<file path="src/rtl/fp_issue_stage_if.sv">
// FP operation encoding shared by the issue stage and the FPU, plus the issue-stage bus bundle.
// The slave modport is the issue stage; the master modport is the decoder/FPU side that drives it.
package ibex_fp_pkg;
    typedef enum logic [3:0] {
        FPU_NOP       = 4'd0,
        FPU_ADD       = 4'd1,
        FPU_SUB       = 4'd2,
        FPU_MUL       = 4'd3,
        FPU_DIV       = 4'd4,
        FPU_SQRT      = 4'd5,
        FPU_MIN       = 4'd6,
        FPU_MAX       = 4'd7,
        FPU_MADD      = 4'd8,
        FPU_MSUB      = 4'd9,
        FPU_NMADD     = 4'd10,
        FPU_NMSUB     = 4'd11,
        FPU_FLOAT2INT = 4'd12,
        FPU_INT2FLOAT = 4'd13
    } fpu_op_e;
endpackage

interface fp_issue_stage_if;
    import ibex_fp_pkg::*;

    logic        instr_valid_i;
    logic        instr_ready_o;
    fpu_op_e     fp_op_i;
    logic [4:0]  rs1_addr_i;
    logic [4:0]  rs2_addr_i;
    logic [4:0]  rs3_addr_i;
    logic [4:0]  rd_addr_i;
    logic [2:0]  rm_i;
    logic [31:0] rs1_int_i;

    fpu_op_e     fp_op_o;
    logic [31:0] rs1_o;
    logic [31:0] rs2_o;
    logic [31:0] rs3_o;
    logic [31:0] rs1_int_o;
    logic [4:0]  rd_addr_o;
    logic [2:0]  fp_rounding_mode_o;

    logic        fp_wb_write_i;
    logic [4:0]  fp_wb_addr_i;
    logic [31:0] fp_wb_wdata_i;

    modport slave (
        input  instr_valid_i, fp_op_i, rs1_addr_i, rs2_addr_i, rs3_addr_i, rd_addr_i,
        input  rm_i, rs1_int_i, fp_wb_write_i, fp_wb_addr_i, fp_wb_wdata_i,
        output instr_ready_o, fp_op_o, rs1_o, rs2_o, rs3_o, rs1_int_o, rd_addr_o,
        output fp_rounding_mode_o
    );

    modport master (
        output instr_valid_i, fp_op_i, rs1_addr_i, rs2_addr_i, rs3_addr_i, rd_addr_i,
        output rm_i, rs1_int_i, fp_wb_write_i, fp_wb_addr_i, fp_wb_wdata_i,
        input  instr_ready_o, fp_op_o, rs1_o, rs2_o, rs3_o, rs1_int_o, rd_addr_o,
        input  fp_rounding_mode_o
    );
endinterface

</file>
<file path="src/rtl/fp_issue_stage.sv">
// FP issue stage: 32x32 register file + pending scoreboard; accepted ops reach the FPU 1 cycle later.
// Ready drops combinationally on RAW/WAW hazards; FP_ISSUE_BYPASS_EN forwards same-cycle writeback.
module fp_issue_stage
    import ibex_fp_pkg::*;
(
    input  logic            clk_i,
    input  logic            rst_ni,
    fp_issue_stage_if.slave fp_if
);

`ifdef FP_ISSUE_BYPASS_EN
    localparam bit BYPASS = 1'b1;
`else
    localparam bit BYPASS = 1'b0;
`endif

    logic [31:0] r_rf [32];
    logic [31:0] r_sb;
    fpu_op_e     r_fp_op;
    logic [31:0] r_rs1;
    logic [31:0] r_rs2;
    logic [31:0] r_rs3;
    logic [31:0] r_rs1_int;
    logic [4:0]  r_rd;
    logic [2:0]  r_rm;

    logic        w_use_rs1;
    logic        w_use_rs2;
    logic        w_use_rs3;
    logic        w_wr_fp;
    logic [31:0] w_wb_mask;
    logic [31:0] w_busy;
    logic        w_hazard;
    logic        w_accept;
    logic [31:0] w_sb_set;
    logic        w_fwd_rs1;
    logic        w_fwd_rs2;
    logic        w_fwd_rs3;
    logic [31:0] w_rs1_val;
    logic [31:0] w_rs2_val;
    logic [31:0] w_rs3_val;

    always_comb begin
        w_use_rs1 = 1'b0;
        w_use_rs2 = 1'b0;
        w_use_rs3 = 1'b0;
        w_wr_fp   = 1'b0;
        case (fp_if.fp_op_i)
            FPU_ADD, FPU_SUB, FPU_MUL, FPU_DIV, FPU_MIN, FPU_MAX: begin
                w_use_rs1 = 1'b1;
                w_use_rs2 = 1'b1;
                w_wr_fp   = 1'b1;
            end
            FPU_MADD, FPU_MSUB, FPU_NMADD, FPU_NMSUB: begin
                w_use_rs1 = 1'b1;
                w_use_rs2 = 1'b1;
                w_use_rs3 = 1'b1;
                w_wr_fp   = 1'b1;
            end
            FPU_SQRT: begin
                w_use_rs1 = 1'b1;
                w_wr_fp   = 1'b1;
            end
            FPU_FLOAT2INT: w_use_rs1 = 1'b1;
            FPU_INT2FLOAT: w_wr_fp   = 1'b1;
            default: ;
        endcase
    end

    // With forwarding, a bit being cleared by this cycle's writeback no longer blocks issue.
    assign w_wb_mask = fp_if.fp_wb_write_i ? (32'h1 << fp_if.fp_wb_addr_i) : 32'h0;
    assign w_busy    = BYPASS ? (r_sb & ~w_wb_mask) : r_sb;

    assign w_hazard  = (w_use_rs1 & w_busy[fp_if.rs1_addr_i])
                     | (w_use_rs2 & w_busy[fp_if.rs2_addr_i])
                     | (w_use_rs3 & w_busy[fp_if.rs3_addr_i])
                     | (w_wr_fp   & w_busy[fp_if.rd_addr_i]);

    assign fp_if.instr_ready_o = ~w_hazard;
    assign w_accept            = fp_if.instr_valid_i & ~w_hazard;
    assign w_sb_set            = (w_accept & w_wr_fp) ? (32'h1 << fp_if.rd_addr_i) : 32'h0;

    assign w_fwd_rs1 = BYPASS && fp_if.fp_wb_write_i && (fp_if.fp_wb_addr_i == fp_if.rs1_addr_i);
    assign w_fwd_rs2 = BYPASS && fp_if.fp_wb_write_i && (fp_if.fp_wb_addr_i == fp_if.rs2_addr_i);
    assign w_fwd_rs3 = BYPASS && fp_if.fp_wb_write_i && (fp_if.fp_wb_addr_i == fp_if.rs3_addr_i);

    assign w_rs1_val = w_fwd_rs1 ? fp_if.fp_wb_wdata_i : r_rf[fp_if.rs1_addr_i];
    assign w_rs2_val = w_fwd_rs2 ? fp_if.fp_wb_wdata_i : r_rf[fp_if.rs2_addr_i];
    assign w_rs3_val = w_fwd_rs3 ? fp_if.fp_wb_wdata_i : r_rf[fp_if.rs3_addr_i];

    always_ff @(posedge clk_i or negedge rst_ni) begin
        if (!rst_ni) begin
            for (int i = 0; i < 32; i++) begin
                r_rf[i] <= 32'h0;
            end
        end else if (fp_if.fp_wb_write_i) begin
            r_rf[fp_if.fp_wb_addr_i] <= fp_if.fp_wb_wdata_i;
        end
    end

    // Set after clear so an issue to the register being written back stays pending.
    always_ff @(posedge clk_i or negedge rst_ni) begin
        if (!rst_ni) begin
            r_sb <= 32'h0;
        end else begin
            r_sb <= (r_sb & ~w_wb_mask) | w_sb_set;
        end
    end

    always_ff @(posedge clk_i or negedge rst_ni) begin
        if (!rst_ni) begin
            r_fp_op   <= FPU_NOP;
            r_rs1     <= 32'h0;
            r_rs2     <= 32'h0;
            r_rs3     <= 32'h0;
            r_rs1_int <= 32'h0;
            r_rd      <= 5'h0;
            r_rm      <= 3'h0;
        end else if (w_accept) begin
            r_fp_op   <= fp_if.fp_op_i;
            r_rs1     <= w_rs1_val;
            r_rs2     <= w_rs2_val;
            r_rs3     <= w_rs3_val;
            r_rs1_int <= fp_if.rs1_int_i;
            r_rd      <= fp_if.rd_addr_i;
            r_rm      <= fp_if.rm_i;
        end else begin
            r_fp_op   <= FPU_NOP;
        end
    end

    assign fp_if.fp_op_o            = r_fp_op;
    assign fp_if.rs1_o              = r_rs1;
    assign fp_if.rs2_o              = r_rs2;
    assign fp_if.rs3_o              = r_rs3;
    assign fp_if.rs1_int_o          = r_rs1_int;
    assign fp_if.rd_addr_o          = r_rd;
    assign fp_if.fp_rounding_mode_o = r_rm;

endmodule

</file>
<file path="src/flat_wrapper.sv">
// flat-port wrapper written by rule: the top's interface ports become plain ports
module fp_issue_stage_flat import ibex_fp_pkg::*;
  (clk_i, rst_ni, fp_if_instr_valid_i, fp_if_fp_op_i, fp_if_rs1_addr_i, fp_if_rs2_addr_i, fp_if_rs3_addr_i, fp_if_rd_addr_i, fp_if_rm_i, fp_if_rs1_int_i, fp_if_fp_wb_write_i, fp_if_fp_wb_addr_i, fp_if_fp_wb_wdata_i, fp_if_instr_ready_o, fp_if_fp_op_o, fp_if_rs1_o, fp_if_rs2_o, fp_if_rs3_o, fp_if_rs1_int_o, fp_if_rd_addr_o, fp_if_fp_rounding_mode_o);
  fp_issue_stage_if fp_if_i ();
  input  logic clk_i;
  input  logic rst_ni;
  input wire logic [$bits(fp_if_i.instr_valid_i)-1:0] fp_if_instr_valid_i;
  input wire logic [$bits(fp_if_i.fp_op_i)-1:0] fp_if_fp_op_i;
  input wire logic [$bits(fp_if_i.rs1_addr_i)-1:0] fp_if_rs1_addr_i;
  input wire logic [$bits(fp_if_i.rs2_addr_i)-1:0] fp_if_rs2_addr_i;
  input wire logic [$bits(fp_if_i.rs3_addr_i)-1:0] fp_if_rs3_addr_i;
  input wire logic [$bits(fp_if_i.rd_addr_i)-1:0] fp_if_rd_addr_i;
  input wire logic [$bits(fp_if_i.rm_i)-1:0] fp_if_rm_i;
  input wire logic [$bits(fp_if_i.rs1_int_i)-1:0] fp_if_rs1_int_i;
  input wire logic [$bits(fp_if_i.fp_wb_write_i)-1:0] fp_if_fp_wb_write_i;
  input wire logic [$bits(fp_if_i.fp_wb_addr_i)-1:0] fp_if_fp_wb_addr_i;
  input wire logic [$bits(fp_if_i.fp_wb_wdata_i)-1:0] fp_if_fp_wb_wdata_i;
  output wire logic [$bits(fp_if_i.instr_ready_o)-1:0] fp_if_instr_ready_o;
  output wire logic [$bits(fp_if_i.fp_op_o)-1:0] fp_if_fp_op_o;
  output wire logic [$bits(fp_if_i.rs1_o)-1:0] fp_if_rs1_o;
  output wire logic [$bits(fp_if_i.rs2_o)-1:0] fp_if_rs2_o;
  output wire logic [$bits(fp_if_i.rs3_o)-1:0] fp_if_rs3_o;
  output wire logic [$bits(fp_if_i.rs1_int_o)-1:0] fp_if_rs1_int_o;
  output wire logic [$bits(fp_if_i.rd_addr_o)-1:0] fp_if_rd_addr_o;
  output wire logic [$bits(fp_if_i.fp_rounding_mode_o)-1:0] fp_if_fp_rounding_mode_o;
  assign fp_if_i.instr_valid_i = fp_if_instr_valid_i;
  assign fp_if_i.fp_op_i = fp_if_fp_op_i;
  assign fp_if_i.rs1_addr_i = fp_if_rs1_addr_i;
  assign fp_if_i.rs2_addr_i = fp_if_rs2_addr_i;
  assign fp_if_i.rs3_addr_i = fp_if_rs3_addr_i;
  assign fp_if_i.rd_addr_i = fp_if_rd_addr_i;
  assign fp_if_i.rm_i = fp_if_rm_i;
  assign fp_if_i.rs1_int_i = fp_if_rs1_int_i;
  assign fp_if_i.fp_wb_write_i = fp_if_fp_wb_write_i;
  assign fp_if_i.fp_wb_addr_i = fp_if_fp_wb_addr_i;
  assign fp_if_i.fp_wb_wdata_i = fp_if_fp_wb_wdata_i;
  assign fp_if_instr_ready_o = fp_if_i.instr_ready_o;
  assign fp_if_fp_op_o = fp_if_i.fp_op_o;
  assign fp_if_rs1_o = fp_if_i.rs1_o;
  assign fp_if_rs2_o = fp_if_i.rs2_o;
  assign fp_if_rs3_o = fp_if_i.rs3_o;
  assign fp_if_rs1_int_o = fp_if_i.rs1_int_o;
  assign fp_if_rd_addr_o = fp_if_i.rd_addr_o;
  assign fp_if_fp_rounding_mode_o = fp_if_i.fp_rounding_mode_o;
  fp_issue_stage u_core (.clk_i(clk_i), .rst_ni(rst_ni), .fp_if(fp_if_i));
endmodule
</file>
<file path="config.mk">
export PLATFORM = sky130hd
export DESIGN_NAME = fp_issue_stage_flat
export DESIGN_NICKNAME = d
export VERILOG_FILES = /design/src/rtl/fp_issue_stage_if.sv /design/src/rtl/fp_issue_stage.sv /design/src/flat_wrapper.sv
export SDC_FILE = /design/constraint.sdc
export NUM_CORES = 2
export LEC_CHECK = 0
export ABC_AREA = 1
export CAP_MARGIN = 20
export CORE_MARGIN = 2
export CORE_UTILIZATION = 45
export CTS_CLUSTER_DIAMETER = 60
export DETAILED_ROUTE_END_ITERATION = 8
export SLEW_MARGIN = 15
export SYNTH_ARGS = -nofsm -noshare
export SYNTH_HDL_FRONTEND = slang
export SYNTH_SLANG_ARGS = --single-unit
</file>
<file path="constraint.sdc">
create_clock -name clk_i -period 4.51 [get_ports clk_i]
set_input_delay 1.353 -clock clk_i [delete_from_list [all_inputs] [get_ports clk_i]]
set_output_delay 1.353 -clock clk_i [all_outputs]
set_load 0.02 [all_outputs]
</file>
# Yosys cells after proc, flatten, opt, wreduce, memory -nomap -nowiden
# Index checks and enable logic that the tools add are counted.
dict set report word_totals {
  regBits 1196
  inputBits 100
  out_inout_bits 141
  word_cells 113
}
dict set report op_classes {
  n_lt_le_gt_ge 9
  n_eq_ne 13
  n_shift 2
  n_mux 27
  n_bitwise 17
  reduce_logical 5
}
# operator n
set op_table {}
lappend op_table {{$bwmux W1024} 1}
lappend op_table {{$bmux W32 S5} 3}
lappend op_table {{$mux W32} 9}
lappend op_table {{$demux W32 S5} 1}
lappend op_table {{$shl A1 B5 Y32 const A} 2}
lappend op_table {{$and A32 B32 Y32} 1}
lappend op_table {{$not A32 Y32} 1}
lappend op_table {{$or A32 B32 Y32} 1}
lappend op_table {{$eq A4 B4 Y1 const B} 6}
lappend op_table {{$ge A6 B6 Y1 const B} 4}
lappend op_table {{$lt A5 B6 Y1 const B} 4}
lappend op_table {{$not A5 Y6} 4}
lappend op_table {{$reduce_or A12 Y1} 2}
lappend op_table {{$bmux W1 S5} 4}
lappend op_table {{$eq A4 B3 Y1 const B} 4}
lappend op_table {{$reduce_or A10 Y1} 1}
lappend op_table {{$eq A4 B2 Y1 const B} 2}
lappend op_table {{$mux W1} 8}
lappend op_table {{$and A1 B1 Y1} 6}
lappend op_table {{$lt A6 B1 Y1 const B} 1}
lappend op_table {{$eq A4 B1 Y1 const B} 1}
lappend op_table {{$mux W4} 1}
lappend op_table {{$reduce_or A4 Y1} 1}
lappend op_table {{$or A1 B1 Y1} 3}
lappend op_table {{other kinds (2)} 2}

# Depth between registers and ports, before layout
dict set report depth {
  ltp_word 12
  mapped_depth 18
}

# Worst setup path after synthesis
# Ideal clock, no wire load.
dict set report synth_path {
  path_kind {input -> output}
  startpoint {in fp_if_rd_addr_i[0]}
  endpoint {out fp_if_instr_ready_o}
  arrival_time_ns 2.666
  required_ns 3.157
  path_slack_ns 0.491
  stages 14
  cell_sequence {buf_2 > inv_2 > buf_2 > nand2_1 > nand2_1 > nand2_1 > nand3_1 > nand3_1 > nand2_1 > nand2_1 > nand3_1 > nand2_1 > nor2_4 > buf_2}
}
dict set report synth_via {
  elab_chain_cells 5
}
# item line
set synth_lines {}
lappend synth_lines {{from (decl)} flat_wrapper.sv:12} ;# input wire logic [$bits(fp_if_i.rd_addr_i)-1:0] fp_if_rd_addr_i;
lappend synth_lines {{$bmux W1 S5} fp_issue_stage.sv:77} ;# | (w_wr_fp & w_busy[fp_if.rd_addr_i]);
lappend synth_lines {{$mux W1 (implied by the code)} fp_issue_stage.sv:77}
lappend synth_lines {{$and A1 B1 Y1} fp_issue_stage.sv:77}
lappend synth_lines {{$or A1 B1 Y1} fp_issue_stage.sv:77}
lappend synth_lines {{$not A1 Y1} fp_issue_stage.sv:79} ;# assign fp_if.instr_ready_o = ~w_hazard;
lappend synth_lines {{to (decl)} flat_wrapper.sv:18} ;# output wire logic [$bits(fp_if_i.instr_ready_o)-1:0] fp_if_instr_ready_o;
# No other way between the ends. The select of a mux whose other input is x is not followed.

# Final worst setup path
dict set report layout_path {
  startpoint {in fp_if_fp_op_i[2]}
  endpoint {out fp_if_instr_ready_o}
}
dict set report layout_via {
  elab_chain_cells 8
  word_cells_on_any_way 29
}
# item line
set layout_lines {}
lappend layout_lines {{from (decl)} flat_wrapper.sv:8} ;# input wire logic [$bits(fp_if_i.fp_op_i)-1:0] fp_if_fp_op_i;
lappend layout_lines {{$eq A4 B4 Y1 (tied with other cells)} fp_issue_stage.sv:48} ;# case (fp_if.fp_op_i)
lappend layout_lines {{$reduce_or A12 Y1 (no source line) or $reduce_or A10 Y1 (tied branches)} --}
lappend layout_lines {{$mux W1} fp_issue_stage.sv:48}
lappend layout_lines {{$and A1 B1 Y1 (on tied branches)} {fp_issue_stage.sv:74, fp_issue_stage.sv:75}}
lappend layout_lines {{$or A1 B1 Y1} fp_issue_stage.sv:75} ;# | (w_use_rs2 & w_busy[fp_if.rs2_addr_i])
lappend layout_lines {{$or A1 B1 Y1} fp_issue_stage.sv:76} ;# | (w_use_rs3 & w_busy[fp_if.rs3_addr_i])
lappend layout_lines {{$or A1 B1 Y1 (*)} fp_issue_stage.sv:77}
lappend layout_lines {{$not A1 Y1 (*)} fp_issue_stage.sv:79}
# Every way passes the cells marked *; elsewhere a longest branch is shown, timed or not.

==> flow_summary_export.csv <==
group,metric,value,unit
finish,layout.nets,10012,
min_path,min_path_cells,2,
min_path,whs_endpoint,"u_core.fp_if.rs1_int_o[16]",
sta,slew_viol_final,0,
clock_network,ctsHtreeMaxLevel,4,
die,initial_utilization,0.4517,
clock_network,numCtsBuffers,147,
die,placementRows,147,
detailed_routing,routedWlPerCell,25.58,µm
grt,grt-ovfl-total,0,
synthesis,ys_ff_latch,1196,
grt,antenna_found_initial,11,
synthesis,yosys.area.top_type,"dfrtp_1",
worst_setup_path,reg2reg_from,"u_core.r_sb[19]",
placement,portBuffers,240,
synthesis,synth_area_per_cell,7.003,µm²
clock_network,clock_sinks,1196,
run,cap_violations,0,
worst_setup_path,reg2reg_to,"u_core.fp_if.rs1_o[18]",
sta,period_needed,4230,ps
sta,rsz0062_at_grt,"false",
sta,hold_viol_final,0,
placement,placed_area,76160,µm²
sta,min_period_over_period,0.9379,
finish,areaGrowthSynthToFinish,12.20,%
detailed_routing,drcViolationCount,0,
clock_network,cts_tree,"built",
worst_setup_path,cp_cell_sequence,"clkdlybuf4s50_1 > nand2_1 > o21ai_0 > buf_4 > nand3b_1 > nand2_1 > nor2_4 > clkbuf_2",
placement,gp_congestion,0.9149,
clock_network,cts_setup_buffers,0,
finish,final_cell_area,81190,µm²
detailed_routing,wl,311.8,mm
grt,grt_pass1_vias,70395,
synthesis,synthTopCellsByArea,"dfrtp_1, o21ai_0, nand2_1, nand3_1, a21oi_1",
clock_network,postCtsHoldBufs,0,
die,fp.dieH,405.0,µm
die,core_area,160200,µm²
sta,worst_clock_skew,28.91,ps
detailed_routing,ant_nets,0,
synthesis,synth_cells,10333,
synthesis,synth_top_cell_area_share,0.4136,
finish,multi_input_area,36310,µm²
worst_setup_path,slowest_stage,"clkdlybuf4s50_1",
worst_setup_path,r2r_setup_slack,1520,ps
power_and_ir_drop,p_leak,35.95,nW
power_and_ir_drop,ir_drop,415.1,µV
worst_setup_path,r2r.worst_path.cells,14,
die,chipWidth,405.0,µm
finish,seqCellArea,29930,µm²
die,io_pins,241,
sta,relSlewSlack,0.09899,
worst_setup_path,crit_path_frequent_cell,"nand2_1",
worst_setup_path,cp_max_fo,4,
clock_network,post_cts_resized,3,
sta,whs,464.9,ps
worst_setup_path,cpPeakStageDelay,540,ps
grt,grt_pass1_wl,461.5,mm
detailed_routing,vias,77103,
placement,dp_hpwl,172.8,mm
grt,grt_use_total,0.3727,
worst_setup_path,worst-endpoint-arrival,2880,ps
status,status,"finished clean",
synthesis,synth_nets,10433,
die,dieArea,164000,µm²
worst_setup_path,path_class,"input port to primary output",
worst_setup_path,required,3160,ps
detailed_routing,via_per_inst,6.327,
detailed_routing,initialDrtViolationCount,12769,
detailed_routing,drt_pass1_iterations,7,
synthesis,synth-seq-area-share,0.4136,
grt,grt_max_degree,223,
clock_network,clk_pin_slew,50,ps
worst_setup_path,end_kind,"primary output",
clock_network,clockRootBuffer,"clkbuf_16",
synthesis,ys.warnings.count,0,
synthesis,synthDistinctLibCells,24,
sta,setup_viol,0,
finish,nFillCells,15705,
synthesis,syn-cell-area,72360,µm²
sta,fmax,236.4,MHz
min_path,hp-class,"flip-flop to flip-flop",
worst_setup_path,start_kind,"input port",
clock_network,clockBufferDepth,3,
sta,tightest_slew,1352,ps
clock_network,clk_latency,810,ps
finish,drive_above_1_share,0.05626,
power_and_ir_drop,power_density,437.2,nW/µm²
sta,fin_tns_setup,0,ps
min_path,hp-start,"u_core.fp_if.rs1_int_o[16]",
[layer usage]
layer  vias up  GRT usage  part of all wire
met5         -          0           0.00017
met4         8     0.1819             0.054
met3      1020     0.1029              0.13
met2      5213     0.5366              0.41
met1     36301     0.5140              0.40
li1      34561          -                 -
[sequential cells by signal, indices dropped and copies added (netlist names)]
| signal | count |
|---|---|
| u_core.fp_if.rs2_o | 32 |
| u_core.fp_if.rs1_o | 32 |
| u_core.fp_if.rs1_int_o | 32 |
| u_core.r_rf | 1024 |
| u_core.fp_if.fp_op_o | 4 |
| u_core.fp_if.rd_addr_o | 5 |
| u_core.fp_if.rs3_o | 32 |
| u_core.r_sb | 32 |
| u_core.fp_if.fp_rounding_mode_o | 3 |
[how the worst max path moves through the flow]
stage | endpoint | slack [ps] | startpoint
after floorplan | fp_if_instr_ready_o | 490 | fp_if_rd_addr_i[0]
after global placement | fp_if_instr_ready_o | -440 | fp_if_rd_addr_i[0]
after detailed placement | fp_if_instr_ready_o | -420 | fp_if_rd_addr_i[0]
after CTS | fp_if_instr_ready_o | 110 | fp_if_fp_op_i[2]
after global routing | fp_if_instr_ready_o | 120 | fp_if_fp_op_i[2]
final | fp_if_instr_ready_o | 280 | fp_if_fp_op_i[2]
[cell type report]
cell class | instances | share of cell area
well taps | 2160 | 0.03329
diodes | 3 | 0.00009247
clock inverters | 50 | 0.007551
repair buffers | 482 | 0.06251
inverters | 563 | 0.02652
multi-input cells | 7522 | 0.4473
clock buffers | 211 | 0.05414
flip-flops and latches | 1196 | 0.3686
[logic make-up after synthesis]
family	share of synthesized area
AND/OR/NAND/NOR	0.2116
AO/OA/AOI/OAI	0.2866
flip-flops	0.4136
buffers and inverters	0.08820
[cells in the mapped netlist, drive strengths merged]
master / count
o21ai: 2322
nand2: 2208
dfrtp: 1196
nand3: 1177
a21oi: 1072
clkbuf: 738
inv: 561
o211ai: 445
buf: 314
nor2: 175
o221ai: 46
and2: 36
nand4: 16
or2: 13
nor3: 10
clkinv: 2
a32oi: 1
nand3b: 1
[report_power, final]
part	internal, mW	switching (mW)
clock network	7.36	5.00
registers	12.9	1.68
logic	3.08	5.51
[cells in the final DEF, fill, tap and decap left out, types with 174 or more instances in the layout]
cell / instances
nand3_1: 1177
a21oi_1: 1072
dfrtp_1: 1196
o211ai_1: 445
buf_4: 178
o21ai_0: 2322
nor2_1: 174
nand2_1: 2175
inv_1: 545
clkdlybuf4s50_1: 220
[critical path: cells and delay by family]
kind                   cells  cell delay (ps)
AO/OA/AOI/OAI              1              170
buffers and inverters      3              870
AND/OR/NAND/NOR            4              490
[metrics by stage]
stage	std cells	worst slack (ps)	total power, mW	utilization
5_1_grt	12184	121.2	37.28	0.5067
3_5_place_dp	11922	-417.2	23.07	0.4754
3_3_place_gp	11922	-438.8	22.83	0.4754
6_report	12187	280.0	35.49	0.5068
2_1_floorplan	10333	490.8	19.66	-
4_1_cts	12183	106.1	35.38	0.5067
Power figures use the tool's default switching activity.
